File: src/rtl/light_fsm.sv
// light_fsm: three-phase traffic-light sequencer (RED -> GREEN -> YELLOW -> RED).
// The light advances one phase when adv = en & light_cnt_last & second_cnt_pre_last
// is sampled high on a rising edge. It also supplies the external light counter
// with its reload value (phase duration - 1) for the phase now being shown.
//
// Optional build macro: LIGHT_FSM_FLASH_EN
//   defined   : while en = 0 the lamp flashes yellow, toggling between 3'b010 and
//               3'b000 on each edge where second_cnt_pre_last = 1 (first toggle
//               shows 3'b010). The state and light_cnt_init are held.
//   undefined : while en = 0 the lamp simply stays frozen at the current state.
//
// Ports:
//   clk                  rising-edge clock
//   rst_n                asynchronous reset, active HIGH despite the legacy name
//   en                   phase advance enable
//   light_cnt_last       light counter is on the last tick of the current phase
//   second_cnt_pre_last  seconds counter is one cycle before rollover
//   light                registered one-hot lamp drive (RED=100 YELLOW=010 GREEN=001)
//   light_cnt_init       registered reload value for the light counter
module light_fsm #(
  parameter int unsigned LIGHT_STATE_WIDTH = 3,
  parameter int unsigned RED_DUR           = 5,
  parameter int unsigned GREEN_DUR         = 4,
  parameter int unsigned YELLOW_DUR        = 2
) (
  input  logic                         clk,
  input  logic                         rst_n,
  input  logic                         en,
  input  logic                         light_cnt_last,
  input  logic                         second_cnt_pre_last,
  output logic [LIGHT_STATE_WIDTH-1:0] light,
  output logic [LIGHT_STATE_WIDTH-1:0] light_cnt_init
);

  localparam int unsigned LSW = LIGHT_STATE_WIDTH;

  localparam logic [LSW-1:0] RED    = LSW'(3'b100);
  localparam logic [LSW-1:0] YELLOW = LSW'(3'b010);
  localparam logic [LSW-1:0] GREEN  = LSW'(3'b001);

  localparam logic [LSW-1:0] RED_INIT    = LSW'(RED_DUR - 1);
  localparam logic [LSW-1:0] GREEN_INIT  = LSW'(GREEN_DUR - 1);
  localparam logic [LSW-1:0] YELLOW_INIT = LSW'(YELLOW_DUR - 1);

  logic [LSW-1:0] light_current_state;
  logic [LSW-1:0] state_next;
  logic [LSW-1:0] light_d;
  logic [LSW-1:0] init_d;
  logic           adv;

`ifdef LIGHT_FSM_FLASH_EN
  localparam logic [LSW-1:0] DARK = LSW'(3'b000);

  // High while the flashing lamp is currently lit.
  logic flash_q;
  logic flash_d;
`endif

  // Reload value for the phase identified by a state encoding.
  function automatic logic [LSW-1:0] phase_init(input logic [LSW-1:0] s);
    logic [LSW-1:0] v;
    case (s)
      RED:     v = RED_INIT;
      GREEN:   v = GREEN_INIT;
      YELLOW:  v = YELLOW_INIT;
      default: v = RED_INIT;
    endcase
    return v;
  endfunction

  // State register.
  always_ff @(posedge clk or posedge rst_n) begin
    if (rst_n) begin
      light_current_state <= RED;
    end else begin
      light_current_state <= state_next;
    end
  end

  // Next-state logic; any non one-hot code recovers to RED unconditionally.
  always_comb begin
    adv        = en & light_cnt_last & second_cnt_pre_last;
    state_next = light_current_state;
    case (light_current_state)
      RED:     if (adv) state_next = GREEN;
      GREEN:   if (adv) state_next = YELLOW;
      YELLOW:  if (adv) state_next = RED;
      default: state_next = RED;
    endcase
  end

  // Output logic; computed from the next state so outputs land on the same edge.
  always_comb begin
    light_d = state_next;
    init_d  = phase_init(state_next);
`ifdef LIGHT_FSM_FLASH_EN
    flash_d = 1'b0;
    if (!en) begin
      // Hold the lamp between seconds ticks, toggle it on each tick.
      flash_d = flash_q;
      light_d = light;
      if (second_cnt_pre_last) begin
        flash_d = ~flash_q;
        light_d = flash_q ? DARK : YELLOW;
      end
    end
`endif
  end

  // Output registers.
  always_ff @(posedge clk or posedge rst_n) begin
    if (rst_n) begin
      light          <= RED;
      light_cnt_init <= RED_INIT;
`ifdef LIGHT_FSM_FLASH_EN
      flash_q        <= 1'b0;
`endif
    end else begin
      light          <= light_d;
      light_cnt_init <= init_d;
`ifdef LIGHT_FSM_FLASH_EN
      flash_q        <= flash_d;
`endif
    end
  end

endmodule

File: config.mk
export PLATFORM = sky130hd
export DESIGN_NAME = light_fsm
export DESIGN_NICKNAME = d
export VERILOG_FILES = /design/src/rtl/light_fsm.sv
export SDC_FILE = /design/constraint.sdc
export NUM_CORES = 1
export LEC_CHECK = 0
export CAP_MARGIN = 5
export CELL_PAD_IN_SITES_DETAIL_PLACEMENT = 1
export CELL_PAD_IN_SITES_GLOBAL_PLACEMENT = 1
export CORE_AREA = 5 5 42 44
export CTS_BUF_LIST = sky130_fd_sc_hd__clkbuf_2 sky130_fd_sc_hd__clkbuf_4 sky130_fd_sc_hd__clkbuf_8
export DETAILED_ROUTE_END_ITERATION = 6
export DIE_AREA = 0 0 47 49
export MAX_ROUTING_LAYER = met4
export PLACE_DENSITY_LB_ADDON = 0.2
export SLEW_MARGIN = 20
export SYNTH_ARGS = -nofsm -noshare
export SYNTH_HDL_FRONTEND = slang
export SYNTH_SLANG_ARGS = --single-unit
File: constraint.sdc
create_clock -name clk -period 1.4 [get_ports clk]
set_clock_uncertainty 0.05 [all_clocks]
set_input_delay 0.28 -clock clk [delete_from_list [all_inputs] [get_ports clk]]
set_output_delay 0.28 -clock clk [all_outputs]
set_load 0.01 [all_outputs]
# Yosys cells after proc, flatten, opt, wreduce, memory -nomap -nowiden

Index checks and enable logic that the tools add are counted.
W data, S select, Z words.

Register bits: 6
Bits of input ports: 5
Output and inout port bits: 6
Word-level logic and storage cells: 14

Eq/ne operators: 5
Multiplexer cells: 5
Bitwise gates (word level): 2

Operators by type and width:

| operator             | count |
|---|---|
| $mux W3              | 3 |
| $pmux W3 S3          | 1 |
| $eq A3 B1 Y1 const B | 2 |
| $eq A3 B2 Y1 const B | 2 |
| $pmux W3 S2          | 1 |
| $eq A3 B3 Y1 const B | 1 |
| $and A1 B1 Y1        | 2 |

# Longest topological paths before layout

Gate-level depths: netlist (run 1).

Depth after elaboration: 6
Mapped depth: 3
Depth with buffers taken out: 3

# Least setup slack after synthesis (run 1)

No wires, ideal clock.

Kind: reg2reg
From: reg light[2] (netlist name)
To: reg light[2]
Library setup time: 0.079 ns
Data arrival time: 1.178 ns
Data required time: 1.271 ns
Setup slack: 0.093 ns
Cell stages (with the launch flop): 3
Buffers on the path: 0
Clock period less this slack: 1.307 ns
Cell sequence: dfstp_2 > or4b_4 > o211a_1

RTL lines:

| what                 | RTL line | RTL |
|---|---|---|
| to (signal assigned) | 119      | `light <= light_d;` |
| to (decl)            | 31       | `output logic [LIGHT_STATE_WIDTH-1:0] light,` |

==> flow_summary.json, run 1 <==
{
  "dp_hpwl_um": 518,
  "hold_violations": 0,
  "relSlewSlack_pct": 85.4,
  "synth_top_family_by_area": "simple AND/OR/NAND/NOR gates",
  "cts_hold_buf": 0,
  "cp_slowest_stage_delay_ns": 0.55,
  "setup_viol": 0,
  "ys_ff_latch": 6,
  "crit_type": "register to register",
  "rsz0062_at_grt": "yes",
  "num_rows": 14,
  "grt_pass1_vias": 243,
  "grt.overflow.total": 0,
  "antenna_cells": 0,
  "clock-sinks": 6,
  "yosysWarnings": 0,
  "clk_latency_ns": 0.25,
  "die_h_um": 49,
  "end_kind": "register",
  "cellPowerDensity_mw_per_mm2": 972,
  "layout-drive-gt1-share_pct": 47.4,
  "drv_slew": 0,
  "p_leak_uw": 0.000221,
  "grt_max_degree": 8,
  "min_period_over_period_pct": 99.3,
  "synth_nets": 25,
  "dr_total_vias": 234,
  "drc": 0,
  "synth-seq-area-share_pct": 57.8,
  "syn_inst": 20,
  "wl_um": 706,
  "ant_nets": 0,
  "muxShareOfSynthArea_pct": 0,
  "worstPathRequired_ns": 1.52,
  "track_usage_pct": 7.71,
  "clk_path_buf_depth": 2,
  "finalNonFillerCells": 54,
  "gp_congestion": 0.762,
  "crit_path_top_delay_cell": "dfstp_2",
  "synth_cell_types": 10,
  "synth_area_um2": 264,
  "routedWlPerCell_um": 13.1,
  "die_w_um": 47,
  "cp_cell_sequence": "buf_6 -> or4b_4 -> o211a_1",
  "worst_slew_pin_slew_ns": 0.219,
  "synthSimpleGateAreaFrac_pct": 24.6,
  "viasPerCell": 4.33,
  "core_region_area_mm2": 0.00140,
  "vdd_drop_max_uv": 461,
  "fin_crit_ns": 1.39,
  "hold_ws_ns": 0.195,
  "cts_inserted_buffers": 3,
  "start_util_pct": 18.8,
  "io_pins": 11,
  "synthAdderAreaFrac_pct": 0,
  "synth_compound_area_share_pct": 16.1,
  "outcome": "finished, final reports clean",
  "grt_first_pass_wirelength_mm": 1.12,
  "cts.htree.levels": 1,
  "fmax_mhz": 719,
  "dp_cells": 49,
  "firstDrtPassIters": 2,
  "syn2layout_area_growth_pct": 69.7,
  "port_buffers": 10,
  "antenna_found_initial": 0,
  "hold_class": "primary input to async pin",
  "cap_viol_max_count": 0,
  "critPathLaunchType": "register",
  "drt_iter0_drc": 1,
  "clk_pin_slew_worst_paths_ns": 0.05,
  "nets": 44,
  "dieArea_mm2": 0.00230,
  "syn_avg_cell_area_um2": 13.2,
  "synth-xor-area-share_pct": 0,
  "path_max_fanout": 5,
  "cts_tree": "done",
  "cts_root_buffer": "clkbuf_4",
  "critPathArrivalTime_ns": 1.51
}
-- worst max-delay path: cells and delay by family (launching register included) --
| family | cells | cell delay, ns |
|---|---|---|
| buf+inv | 1 | 0.11 |
| flops | 1 | 0.55 |
| simple gates | 1 | 0.47 |
| compound gates | 1 | 0.14 |
-- cell families (layout without fill, tap and decap cells) --
kind of cell | Yosys count | in the layout
AOI/OAI and AO/OA | 6 | 6
buffers and inverters | 1 | 19
DFF | 6 | 6
and+or+nand+nor | 7 | 7
-- layout make-up --
class                           instances  area [um^2]
Multi-Input combinational cell         13          114
Sequential cell                         6          154
Clock buffer                            4         30.0
Fill cell                             173          953
Inverter                                1         3.75
Timing Repair Buffer                   14          126
Tap cell                               16         20.0
-- registers in the layout, summed over array words and instances (netlist names) --
name,cells
light,3
light_cnt_init,3
-- power breakdown --
group	internal, uW	leakage [uW]	total [uW]	switching, uW
registers	184	0.0000741	189	5.11
clock network	128	0.0000184	194	66.5
logic	31.0	0.000129	52.6	21.7
-- worst paths after layout --
kind | startpoint | endpoint | slack (ns) | depth (start not counted)
setup / recovery | light[2] | light_cnt_init[2] | 0.009 | 3
hold / removal | rst_n | light_cnt_init[1] | 0.20 | 2
setup reg to reg | light[2] | light_cnt_init[2] | 0.009 | 3
hold reg to reg | light[1] | light_cnt_init[1] | 0.57 | 2
max in group asynchronous | rst_n | light_cnt_init[2] | 0.84 | 2
min in group clk | en | light[1] | 0.43 | 4
-- per-stage QoR --
stage / TNS (ns) / cell area, um^2 / setup WS [ns] / util [%] / power, uW
2_1_floorplan: 0 / 264 / 0.0933 / - / 211
3_3_place_gp: -1.37 / 407 / -0.261 / 29.0 / 245
3_5_place_dp: -1.56 / 407 / -0.290 / 29.0 / 247
4_1_cts: 0 / 430 / 0.000769 / 30.7 / 442
5_1_grt: -0.0336 / 448 / -0.0187 / 32.0 / 464
6_report: 0 / 448 / 0.00949 / 32.0 / 435
-- layout by cell type (no fill, tap or decap) --
cell,instances
dlygate4sd2_1,6
clkbuf_4,4
dfrtp_1,3
buf_4,3
or3b_2,2
nand3b_1,2
a21oi_1,2
o211a_1,2
dlymetal6s2s_1,2
dfstp_2,2
nand3_2,1
or4b_4,1
or3b_4,1
o211ai_1,1
a21oi_2,1
inv_1,1
clkdlybuf4s50_1,1
dfrtp_2,1
clkbuf_2,1
buf_6,1
-- Yosys cell counts --
cell type | n | area (um^2)
dfrtp_1 | 4 | 100
a21oi_1 | 3 | 15.0
or3b_2 | 3 | 26.3
dfstp_2 | 2 | 52.6
nand3b_1 | 2 | 15.0
o211a_1 | 2 | 20.0
inv_1 | 1 | 3.75
nand3_2 | 1 | 10.0
o211ai_1 | 1 | 7.51
or4b_4 | 1 | 13.8
-- layer usage --
layer | GRT usage (%) | routed length (um) | up-vias
li1 | - | - | 111
met1 | 8.31 | 303 | 112
met2 | 8.82 | 345 | 9
met3 | 3.32 | 40 | 2
met4 | 9.68 | 17 | 0
met5 | - | 0 | -
-- timing repair --
action | CTS | global route
buffers inserted | 0 | 1
resized for setup | 9 | 6
pin swaps | 2 | 2
endpoints found under the setup margin | 9 | 5
endpoints found under the hold margin | 0 | 0
Note: power is estimated with default switching activity, not from simulation.
==> run 2, diff against run 1 <==
==> constraint.sdc (replaced) <==
create_clock -name clk -period 1.4 [get_ports clk]
set_clock_uncertainty 0.05 [all_clocks]
set_input_delay 0.21 -clock clk [delete_from_list [all_inputs] [get_ports clk]]
set_output_delay 0.21 -clock clk [all_outputs]
set_load 0.01 [all_outputs]
==> run 2 against run 1 <==
Non-clock buffer count fell by 3. Count of clock-buffer cells in the layout did not move. Via count decreased by 4.3%. Sequential power hardly changed. Routed wire length down 9.3%. Global-route usage fell by 0.81 points. Flip-flop and latch count is the same. Final area decreased by 5.3%. Critical path depth rose by 1. Maximum frequency up 1.6%. Core utilization decreased by 1.7 points. Critical endpoint unchanged.
==> flow_summary.json, run 2 (synthesis results as in run 1) <==
{
  "outcome": "finished, final reports clean",
  "viasPerCell": 4.39,
  "clk_path_buf_depth": 2,
  "dr_total_vias": 224,
  "cts_hold_buf": 0,
  "crit_cells": 4,
  "post-route-util_pct": 30.3,
  "cts_tree": "done",
  "cts_root_buffer": "clkbuf_4",
  "r2r_cells": 2,
  "worst_slew_pin_slew_ns": 0.233,
  "clockPowerShare_pct": 45.1,
  "grt_first_pass_wirelength_mm": 1.05,
  "ant_nets": 0,
  "routedWlPerCell_um": 12.5,
  "total_power_uw": 434,
  "end_kind": "register",
  "crit_family": "simple AND/OR/NAND/NOR gates",
  "highest_layer": "met3",
  "relSlewSlack_pct": 84.5,
  "grt_pass1_vias": 248,
  "cp_cell_sequence": "clkdlybuf4s50_1 -> nand3_2 -> or4b_4 -> o211a_1",
  "tns_ns": 0,
  "gp_congestion": 0.706,
  "cellPowerDensity_mw_per_mm2": 1020,
  "vdd_drop_max_uv": 211,
  "grt_max_degree": 10,
  "final_cell_mix": "clkdlybuf4s50_1 (6), clkbuf_4 (4), dlygate4sd2_1 (4), or3b_2 (3), a21oi_1 (3)",
  "drc": 0,
  "hold_class": "primary input to async pin",
  "rsz0062_at_grt": "no",
  "drv_slew": 0,
  "worstPathRequired_ns": 1.52,
  "io_pins": 11,
  "track_usage_pct": 6.90,
  "path_max_fanout": 5,
  "p_sw_uw": 92.7,
  "wl_um": 640,
  "cts.htree.levels": 1,
  "clock-sinks": 6,
  "hold_violations": 0,
  "critPathArrivalTime_ns": 1.49,
  "core_region_area_mm2": 0.00140,
  "power.share.sequential_pct": 43.6,
  "p_leak_uw": 0.000176,
  "crit_type": "primary input to register",
  "die_h_um": 49,
  "layout-drive-gt1-share_pct": 37.1,
  "wl_met1_um": 270,
  "crit_path_top_delay_cell": "or4b_4",
  "cp_slowest_stage_delay_ns": 0.55,
  "antenna_cells": 0,
  "nets": 41,
  "met3_length_um": 48,
  "n_fill_cell": 170,
  "grt.overflow.total": 0,
  "largest_registers": "light x3, light_cnt_init x3",
  "min_period_over_period_pct": 97.8,
  "setup_viol": 0,
  "p_int_uw": 341,
  "start_util_pct": 18.8,
  "port_buffers": 10,
  "drt_iter0_drc": 0,
  "dieArea_mm2": 0.00230,
  "clk_pin_slew_worst_paths_ns": 0.05,
  "mostFrequentLayoutCell": "clkdlybuf4s50_1",
  "pre_cts_ws_ns": -0.214,
  "cts_inserted_buffers": 3,
  "fmax_mhz": 731,
  "syn2layout_area_growth_pct": 60.7,
  "critPathLaunchType": "primary input",
  "antenna_found_initial": 0,
  "die_w_um": 47,
  "crit_buf_inv": 1,
  "dp_hpwl_um": 466,
  "firstDrtPassIters": 1,
  "swShare_pct": 21.4,
  "fin_crit_ns": 1.37,
  "num_rows": 14,
  "clk_latency_ns": 0.25,
  "combPwrFrac_pct": 11.3,
  "route.met2.wl_um": 321,
  "cap_viol_max_count": 0,
  "worst_slack_ns": 0.0312
}
[run 2: worst reg2reg max path, stage by stage (launching register included)]
cell,delay (ns)
dfstp_2,0.57
or4b_4,0.49
o211a_1,0.13
[run 2: layer usage]
layer  track usage (%)  up-vias
li1                  -      107
met1              6.05      108
met2              10.6        9
met3              3.32        0
met4              5.53        0
met5                 -        -
[run 2: area by class of cell]
type	count	area, um^2	area share, %
Timing Repair Buffer	11	108	25.4
Clock buffer	4	30.0	7.08
Inverter	1	3.75	0.885
Tap cell	16	20.0	4.72
Multi-Input combinational cell	13	108	25.4
Sequential cell	6	155	36.6
[run 2: worst paths after layout]
| check | startpoint | end | slack [ns] |
|---|---|---|---|
| hold reg to reg | light[1] | light[0] | 0.45 |
| max in group asynchronous | rst_n | light[2] | 0.90 |
| setup reg to reg | light[2] | light_cnt_init[2] | 0.09 |
| setup / recovery | second_cnt_pre_last | light_cnt_init[2] | 0.03 |
| min in group clk | light[1] | light[0] | 0.45 |
| hold / removal | rst_n | light_cnt_init[1] | 0.13 |
[run 2: power by group through the flow]
| stage | registers (uW) | logic, uW | clock network [uW] |
|---|---|---|---|
| finish | 189 | 49.2 | 196 |
| global route | 190 | 53.0 | 216 |
| CTS | 190 | 46.5 | 205 |
| detailed placement | 193 | 49.4 | 0 |
| global placement | 192 | 48.5 | 0 |
| floorplan | 195 | 15.5 | 0 |
[run 2: what timing repair did]
item	4_1_cts	5_1_grt
setup endpoints to repair	4	1
setup buffers	0	1
pin swaps	0	0
resized for setup	6	0
[run 2: metrics by stage]
stage / area (um^2) / std cells / hold WS, ns
finish: 424 / 51 / 0.129
CTS: 412 / 50 / 0.135
global placement: 384 / 46 / 0.394
detailed placement: 384 / 46 / 0.412
floorplan: 264 / 20 / -0.0505
global route: 424 / 51 / 0.133
==> run 3, diff against run 2 <==
--- a/config.mk
+++ b/config.mk
@@ -5,9 +5,8 @@
 export SDC_FILE = /design/constraint.sdc
 export NUM_CORES = 1
 export LEC_CHECK = 0
+export ABC_CLOCK_PERIOD_IN_PS = 1400
 export CAP_MARGIN = 5
-export CELL_PAD_IN_SITES_DETAIL_PLACEMENT = 1
-export CELL_PAD_IN_SITES_GLOBAL_PLACEMENT = 1
 export CORE_AREA = 5 5 42 44
 export CTS_BUF_LIST = sky130_fd_sc_hd__clkbuf_2 sky130_fd_sc_hd__clkbuf_4 sky130_fd_sc_hd__clkbuf_8
 export DETAILED_ROUTE_END_ITERATION = 6
==> run 3 against run 2 <==
Register-to-register slack barely moved. Flip-flop and latch count did not move. Clock power fell by 4%. Critical endpoint unchanged. Final cell count rose by 2.0%. Core utilization rose by 0.089 points. Maximum frequency rose by 0.57%. Largest cell class unchanged. Non-clock buffer count rose by 1.
==> flow_summary.json, run 3 (synthesis results as in run 1) <==
{
  "crit_type": "primary input to register",
  "setup_viol": 0,
  "cts_inserted_buffers": 3,
  "port_buffers": 10,
  "grt_pass1_vias": 244,
  "r2r_slack_ns": 0.10,
  "final_cell_mix": "clkdlybuf4s50_1 (6), clkbuf_4 (4), dlygate4sd2_1 (4)",
  "design_area_um2": 425,
  "clock-sinks": 6,
  "routedWlPerCell_um": 10.6,
  "start_util_pct": 18.8,
  "cts.htree.levels": 1,
  "pre_cts_ws_ns": -0.205,
  "syn2layout_area_growth_pct": 61.1,
  "grt_first_pass_wirelength_um": 931,
  "worst_slew_pin_slew_ns": 0.220,
  "worstPathRequired_ns": 1.51,
  "post-route-util_pct": 30.4,
  "end_kind": "register",
  "fmax_mhz": 735,
  "drv_slew": 0,
  "critPathLaunchType": "primary input",
  "viasPerCell": 4.31,
  "grt.overflow.total": 0,
  "outcome": "finished, final reports clean",
  "critPathArrivalTime_ns": 1.47,
  "p_leak_uw": 0.000181,
  "mostFrequentLayoutCell": "clkdlybuf4s50_1",
  "largest_registers": "light x3, light_cnt_init x3",
  "cts_hold_buf": 0,
  "hold_violations": 0,
  "clk_latency_ns": 0.24,
  "finalNonFillerCells": 52,
  "relSlewSlack_pct": 85.3,
  "die_h_um": 49,
  "nets": 42,
  "n_fill_cell": 154,
  "cts_tree": "done",
  "fin_crit_ns": 1.36,
  "rsz0062_at_grt": "no",
  "timing.rr.start": "light[0]",
  "firstDrtPassIters": 3,
  "dieArea_mm2": 0.00230,
  "num_rows": 14,
  "drt_iter0_drc": 8,
  "crit_end": "light_cnt_init[2]",
  "cap_viol_max_count": 0,
  "drc": 0,
  "layout-drive-gt1-share_pct": 38.9,
  "core_region_area_mm2": 0.00140,
  "worst_slack_ns": 0.0390,
  "vdd_drop_max_uv": 339,
  "multi_input_area_um2": 108,
  "cts_root_buffer": "clkbuf_4",
  "ant_nets": 0,
  "path_max_fanout": 5,
  "critPathLaunch": "en",
  "cellPowerDensity_mw_per_mm2": 1000,
  "dp_hpwl_um": 400,
  "gp_congestion": 0.708,
  "grt_max_degree": 8,
  "wl_um": 553,
  "dr_total_vias": 224,
  "r2r_cells": 3,
  "track_usage_pct": 6.17,
  "antenna_found_initial": 0,
  "place_area_um2": 392,
  "clk_pin_slew_worst_paths_ns": 0.05,
  "clk_path_buf_depth": 2,
  "hold_class": "primary input to async pin",
  "min_period_over_period_pct": 97.2,
  "io_pins": 11,
  "antenna_cells": 0,
  "hold_ws_ns": 0.128,
  "dp_cells": 47,
  "die_w_um": 47,
  "regArea_um2": 154,
  "r2r_end": "light_cnt_init[2]"
}
[run 3: repair_timing]
action                                  in CTS  in global routing
setup buffers                                1                  0
gates resized for setup                      5                  0
endpoints found under the hold margin        0                  0
endpoints found under the setup margin       4                  0
[run 3: metal layers]
metal  GRT usage [%]  vias up  part of all wire, %
met5               -        -                    0
met4            5.53        0                    0
met3            3.32        0                  7.2
met2            7.92       10                   42
met1            6.47      106                   50
li1                -      108                    -
[run 3: worst min-delay path by stage]
stage / startpoint / to / slack (ns) / cells past startpoint
after floorplan: rst_n / light[0] / -0.05 / 1
after global placement: rst_n / light_cnt_init[1] / 0.39 / 2
after detailed placement: rst_n / light_cnt_init[0] / 0.39 / 2
after CTS: rst_n / light_cnt_init[1] / 0.13 / 2
after global routing: rst_n / light_cnt_init[1] / 0.15 / 2
final: rst_n / light_cnt_init[1] / 0.13 / 2
[run 3: critical path: stages]
cell	delay (ns)
clkdlybuf4s50_1	0.47
nand3_2	0.11
or4b_4	0.55
o211a_1	0.13
[run 3: report_power, final]
group          leakage [uW]  internal, uW  switching (uW)  total, uW
logic             0.0000886          31.4            19.8       51.2
clock network     0.0000184           127            60.5        188
registers         0.0000739           184            4.03        188
[run 3: layout make-up]
cell class | instances | area share, %
timing repair buffer | 12 | 25.9
clock buffer | 4 | 7.06
multi-input combinational | 13 | 25.3
tap | 16 | 4.71
inverter | 1 | 0.882
sequential | 6 | 36.2
[run 3: metrics by stage]
| stage | setup TNS, ns | power (uW) |
|---|---|---|
| 2_1_floorplan | 0 | 211 |
| 3_5_place_dp | -1.07 | 243 |
| 5_1_grt | 0 | 453 |
| 3_3_place_gp | -0.940 | 243 |
| 4_1_cts | 0 | 437 |
| 6_report | 0 | 427 |
